===== src/rtl/alu_seq_pkg.sv =====
// Shared types for the ALU operand sequencer: FSM state encoding and ALU op codes.
package alu_seq_pkg;

  typedef enum logic [2:0] {
    LOAD_A  = 3'd0,
    LOAD_B  = 3'd1,
    LOAD_OP = 3'd2,
    EXEC    = 3'd3,
    SHOW    = 3'd4
  } state_t;

  localparam logic [2:0] OP_ADD     = 3'b000;
  localparam logic [2:0] OP_SUB     = 3'b001;
  localparam logic [2:0] OP_AND     = 3'b010;
  localparam logic [2:0] OP_OR      = 3'b011;
  localparam logic [2:0] OP_XOR     = 3'b100;
  localparam logic [2:0] OP_SHL     = 3'b101;
  localparam logic [2:0] OP_SHR     = 3'b110;
  localparam logic [2:0] OP_ILLEGAL = 3'b111;

  function automatic logic isLegalOp(input logic [2:0] op);
    return op != OP_ILLEGAL;
  endfunction

endpackage


===== src/rtl/btn_edge_sync.sv =====
// Two-flop synchronizer for a raw button plus a one-cycle rising-edge pulse.
module btn_edge_sync (
  input  logic clk,
  input  logic rst,
  input  logic btnRaw,
  output logic press
);

  logic syncA;
  logic syncB;
  logic prevB;

  // Flops reset to 1 so a button already held at reset release looks like "no edge".
  always_ff @(posedge clk) begin
    if (rst) begin
      syncA <= 1'b1;
      syncB <= 1'b1;
      prevB <= 1'b1;
    end else begin
      syncA <= btnRaw;
      syncB <= syncA;
      prevB <= syncB;
    end
  end

  assign press = syncB & ~prevB;

endmodule


===== src/rtl/alu_operand_sequencer.sv =====
// Collects A, B and op code from one switch bus on successive button presses,
// holds them for the external ALU and captures its result/flags in one EXEC cycle.
module alu_operand_sequencer
  import alu_seq_pkg::*;
#(
  parameter int N = 4
) (
  input  logic         clk,
  input  logic         rst,
  input  logic [N-1:0] data_in,
  input  logic         load_btn,
  input  logic [N-1:0] alu_result,
  input  logic         alu_cout,
  input  logic         alu_neg,
  input  logic         alu_zero,
  output logic [N-1:0] a_q,
  output logic [N-1:0] b_q,
  output logic [2:0]   sel_q,
  output logic [N-1:0] result_q,
  output logic         cout_q,
  output logic         neg_q,
  output logic         zero_q,
  output logic         done,
  output logic         err,
  output logic [2:0]   state_o
);

  state_t state;
  state_t stateNext;
  logic   press;
  logic   loadA;
  logic   loadB;
  logic   loadOp;
  logic   opBad;
  logic   capture;

  btn_edge_sync uBtn (
    .clk    (clk),
    .rst    (rst),
    .btnRaw (load_btn),
    .press  (press)
  );

  always_ff @(posedge clk) begin
    if (rst) state <= LOAD_A;
    else     state <= stateNext;
  end

  always_comb begin
    stateNext = state;
    loadA     = 1'b0;
    loadB     = 1'b0;
    loadOp    = 1'b0;
    opBad     = 1'b0;
    capture   = 1'b0;
    case (state)
      LOAD_A: if (press) begin
        loadA     = 1'b1;
        stateNext = LOAD_B;
      end
      LOAD_B: if (press) begin
        loadB     = 1'b1;
        stateNext = LOAD_OP;
      end
      LOAD_OP: if (press) begin
        if (isLegalOp(data_in[2:0])) begin
          loadOp    = 1'b1;
          stateNext = EXEC;
        end else begin
          opBad = 1'b1;
        end
      end
      // Single-cycle state: presses arriving here are deliberately dropped.
      EXEC: begin
        capture   = 1'b1;
        stateNext = SHOW;
      end
      SHOW: if (press) stateNext = LOAD_A;
      default: stateNext = LOAD_A;
    endcase
  end

  // Reset clears the data registers too, so the LEDs show zeros and EXEC capture is cancelled.
  always_ff @(posedge clk) begin
    if (rst) begin
      a_q      <= '0;
      b_q      <= '0;
      sel_q    <= '0;
      result_q <= '0;
      cout_q   <= 1'b0;
      neg_q    <= 1'b0;
      zero_q   <= 1'b0;
      err      <= 1'b0;
    end else begin
      if (loadA) a_q <= data_in;
      if (loadB) b_q <= data_in;
      if (loadOp) begin
        sel_q <= data_in[2:0];
        err   <= 1'b0;
      end
      if (opBad) err <= 1'b1;
      if (capture) begin
        result_q <= alu_result;
        cout_q   <= alu_cout;
        neg_q    <= alu_neg;
        zero_q   <= alu_zero;
      end
    end
  end

  assign done    = (state == SHOW);
  assign state_o = state;

endmodule


===== config.mk =====
export PLATFORM = sky130hd
export DESIGN_NAME = alu_operand_sequencer
export DESIGN_NICKNAME = d
export VERILOG_FILES = /design/src/rtl/alu_seq_pkg.sv /design/src/rtl/btn_edge_sync.sv /design/src/rtl/alu_operand_sequencer.sv
export SDC_FILE = /design/constraint.sdc
export NUM_CORES = 1
export LEC_CHECK = 0
export ABC_AREA = 1
export BUFFER_PORTS_ARGS = -buffer_cell sky130_fd_sc_hd__buf_4
export CAP_MARGIN = 10
export CORE_UTILIZATION = 44
export CTS_BUF_LIST = sky130_fd_sc_hd__clkbuf_4 sky130_fd_sc_hd__clkbuf_8
export CTS_CLUSTER_DIAMETER = 40
export CTS_CLUSTER_SIZE = 20
export DETAILED_ROUTE_END_ITERATION = 7
export PLACE_DENSITY = 0.79
export SLEW_MARGIN = 10
export SYNTH_ARGS = -nofsm -noshare
export SYNTH_HDL_FRONTEND = slang
export SYNTH_HIERARCHICAL = 1
export SYNTH_SLANG_ARGS = --single-unit

===== constraint.sdc =====
create_clock -name clk -period 1.2 [get_ports clk]
set_clock_uncertainty 0.15 [all_clocks]
set_input_delay 0.18 -clock clk [delete_from_list [all_inputs] [get_ports clk]]
set_output_delay 0.18 -clock clk [all_outputs]
set_load 0.02 [all_outputs]

==> summary.txt <==
Critical path
  – Worst EP required: 1.29 ns
  – Cell depth of the worst flop-to-flop path: 6
  – Worst r2r src: state_o[1]
  – Worst Setup Path Type: reg -> reg
  – Slack of the worst reg-to-reg path: -0.25 ns
  – Highest net fanout along the worst path: 5
  – Crit path DAT: approximately 1.5 ns
  – Setup crit end kind: register
  – FF-to-FF End: a_q[2]
  – Startpoint Class: register
  – Setup crit start: state_o[1]
  – Destination of the critical timing path: a_q[2]

CTS
  – Clock Pin Slew Worst Setup and Hold Paths: 0.14 ns
  – H-tree depth: 1
  – Clock buffer depth: 2
  – Clock insertion delay at the later pin of the skew report: about 0.31 ns
  – Number of sinks on the clock net: 25
  – Clock tree from TritonCTS: done
  – Clock tree root driver cell: clkbuf_4
  – Num CTS Buffers: 3

STA
  – Part of the cycle the worst path needs: 121%
  – Period minus WS final: 1.45 ns
  – Peak clock frequency supported by timing: 690 MHz
  – Final WS setup: -0.249 ns
  – Setup repair after global routing missed its margin: true
  – Max Slew Vio Count: 0
  – Setup-failing EPs final: 26
  – Number of hold violations in the final report: 0
  – Tightest Pin Transition: slightly above 0.6 ns
  – Slew headroom: 59.3%

Layout
  – Diode count: 0
  – Post-route core utilization: 92.3%
  – Nets@finish: 211
  – Area used by multi-input combinational logic: 568 um^2
  – Synth-to-layout area growth: 96.5%
  – Fraction of final layout cells sized beyond drive strength 1: between 50% and 60%
  – FF+latch area: 520 um^2
  – Fillcell total: 77

Placement
  – Count of port buffers added during placement: 36
  – Final HPWL from detailed placement: 1.50 mm
  – Pre-CTS setup slack: -0.0670 ns
  – Last weighted congestion value of the routability-driven placer: between 0.7 and 0.8

Worst hold path
  – Kind of path behind the tightest hold check: in -> reg

GRT
  – Via count of the first global-routing pass: 1015
  – Overflow left after global routing: 0
  – Global-route wire length before repair: ~3.9 mm
  – Number of antenna violations at the first check in global routing: 0
  – Combined global-route utilization of all metal layers: 24.6%
  – Pin count of the biggest net entering global routing: 17

Route
  – Post-detailed-route DRC marker count: 0
  – DR WL/cell: 16.2 um
  – Via density per instance: 5.17
  – Detailed-route via count: 1153
  – First-iteration detailed-routing DRC count: 47
  – Detail Route Antenna Nets: 0
  – Overall routed net length: roughly 3.6 mm
  – Detailed-routing iteration count for the pre-antenna-repair pass: 6

Yosys
  – Xor and xnor fraction of the mapped netlist area: 0%
  – Total nets after synthesis: 136
  – Number of instances in the synthesized netlist: 122
  – Combinational family with the most area after synthesis: simple AND/OR/NAND/NOR gates
  – Synth top area cells: dfxtp_1 (54%), nor2_1 (12%), o21ai_0 (7.5%), nand2_1 (7.3%), nand3_1 (4.3%)
  – Top-count cell post-synth: nor2_1
  – Share of flip-flops with an asynchronous set or reset: 0%
  – Post-synthesis simple-gate area fraction: ~29%
  – Number of flip-flops and latches in the synthesized netlist: 25
  – Part of the Yosys area used for sequential elements: 53.8%
  – Cell types with the highest counts after synthesis: nor2_1 (30), dfxtp_1 (25), nand2_1 (18)
  – Main synth FF type: dfxtp_1
  – Number of warnings reported in the yosys synthesis log: 6
  – Share of the synthesized area in the top cell type: 53.8%
  – Number of enable-type register cells in the synthesized netlist: 0
  – Mux contribution to synthesized area: 0%
  – Cell area after technology mapping: 931 um^2
  – Post-synthesis adder-cell area fraction: 0%
  – Average cell area after synthesis: approximately 7.6 um^2
  – Number of distinct library cell variants in the gate-level netlist after synthesis: 15
  – Synthesized-area fraction occupied by ao, oa, aoi and oai cells: around 12%
  – Cell type contributing the most total cell area after synthesis: dfxtp_1

Floorplan
  – DIE AREA: 2300 um^2
  – Core region area: 1980 um^2
  – Site Rows: 16
  – Initial core utilization: 47.0%
  – Y dimension of the die: 48.0 um
  – Die Wd: ~48 um
  – Number of ports placed on the die boundary: 37

Power and ir drop
  – Leak: between 0.8 and 0.9 nW
  – Power density of the placed cells: 811 nW/um^2
  – Peak VDD IR: 0.819 mV

Outcome
  – Failing checks: negative setup slack
  – Run status: complete, but fails checks

Flow run
  – Count of maximum capacitance violations: 0
## sequential cells by signal (all words and copies together), names as in the netlist
name        cells
uBtn/syncA      1
a_q             4
zero_q          1
sel_q           3
uBtn/syncB      1
neg_q           1
uBtn/prevB      1
err             1
state_o         3
result_q        4
cout_q          1
b_q             4
## layout by cell type (no fill, tap or decap), types with 2 or more instances in the layout
cell type	count
buf_4	40
nor2_1	25
dlygate4sd3_1	16
dfxtp_1	15
buf_6	13
nand2_1	11
o21ai_2	9
dfxtp_2	7
nor2_4	6
inv_2	5
inv_1	5
o21ai_1	5
a21oi_2	4
nand2_2	4
nand2_4	4
nor2_2	4
nand3_2	4
clkbuf_4	4
nand3_1	3
dfxtp_4	3
a21oi_1	2
## where the power goes
part / total, mW / switching (mW) / leakage (nW) / internal (mW)
clock network: 0.396 / 0.244 / 0.0184 / 0.152
logic: 0.246 / 0.119 / 0.578 / 0.127
registers: 0.841 / 0.00617 / 0.207 / 0.835
## stage by stage
stage	instances	hold WS, ns	setup TNS, ns	area [um^2]	power (mW)
detailed placement	190	0.219	-0.433	1300	0.987
global placement	190	0.210	-0.0436	1300	0.984
finish	223	0.0109	-4.06	1830	1.48
floorplan	122	0.0917	-0.112	956	0.918
CTS	215	0.00190	-2.18	1620	1.42
global route	223	0.0119	-4.94	1830	1.53
## critical path, stage by stage, from the launching register on
cell,delay [ns]
dfxtp_4,0.39
buf_4,0.15
buf_8,0.13
nor2_4,0.17
buf_6,0.14
nand3_2,0.07
a21oi_2,0.16
## cell type report
type                            instances  share of cell area (%)
Clock buffer                            4                    1.64
Timing Repair Buffer                   70                    34.0
Inverter                               12                    3.01
Tap cell                               27                    1.85
Sequential cell                        25                    28.5
Multi-Input combinational cell         85                    31.1
## metal layers
metal | track usage [%] | wire, um | vias to the layer above
met2 | 45.1 | 1950 | 59
met4 | 12.8 | 25 | 0
met3 | 5.28 | 185 | 4
met5 | 0 | 0 | -
met1 | 26.0 | 1450 | 553
li1 | - | - | 537
## cells by family after synthesis
logic type      after synthesis
simple gates                 63
buf+inv                      13
compound gates               21
flops                        25
## worst min path at each step
| stage | from | endpoint | slack [ns] | depth (start not counted) |
|---|---|---|---|---|
| final | data_in[2] | b_q[2] | 0.01 | 3 |
| after global routing | data_in[2] | b_q[2] | 0.01 | 3 |
| after CTS | data_in[1] | sel_q[1] | 0.002 | 3 |
| after detailed placement | load_btn | uBtn/syncA | 0.22 | 3 |
| after global placement | load_btn | uBtn/syncA | 0.21 | 3 |
| after floorplan | rst | state_o[2] | 0.09 | 1 |
## timing repair
item / 4_1_cts / 5_1_grt
setup buffers: 8 / 4
hold buffers: 13 / 3
pin swaps: 17 / 14
endpoints found under the setup margin: 24 / 29
hold endpoints to repair: 17 / 3
cloned: 0 / 1
gates resized for setup: 41 / 42
Power figures use the tool's default switching activity.
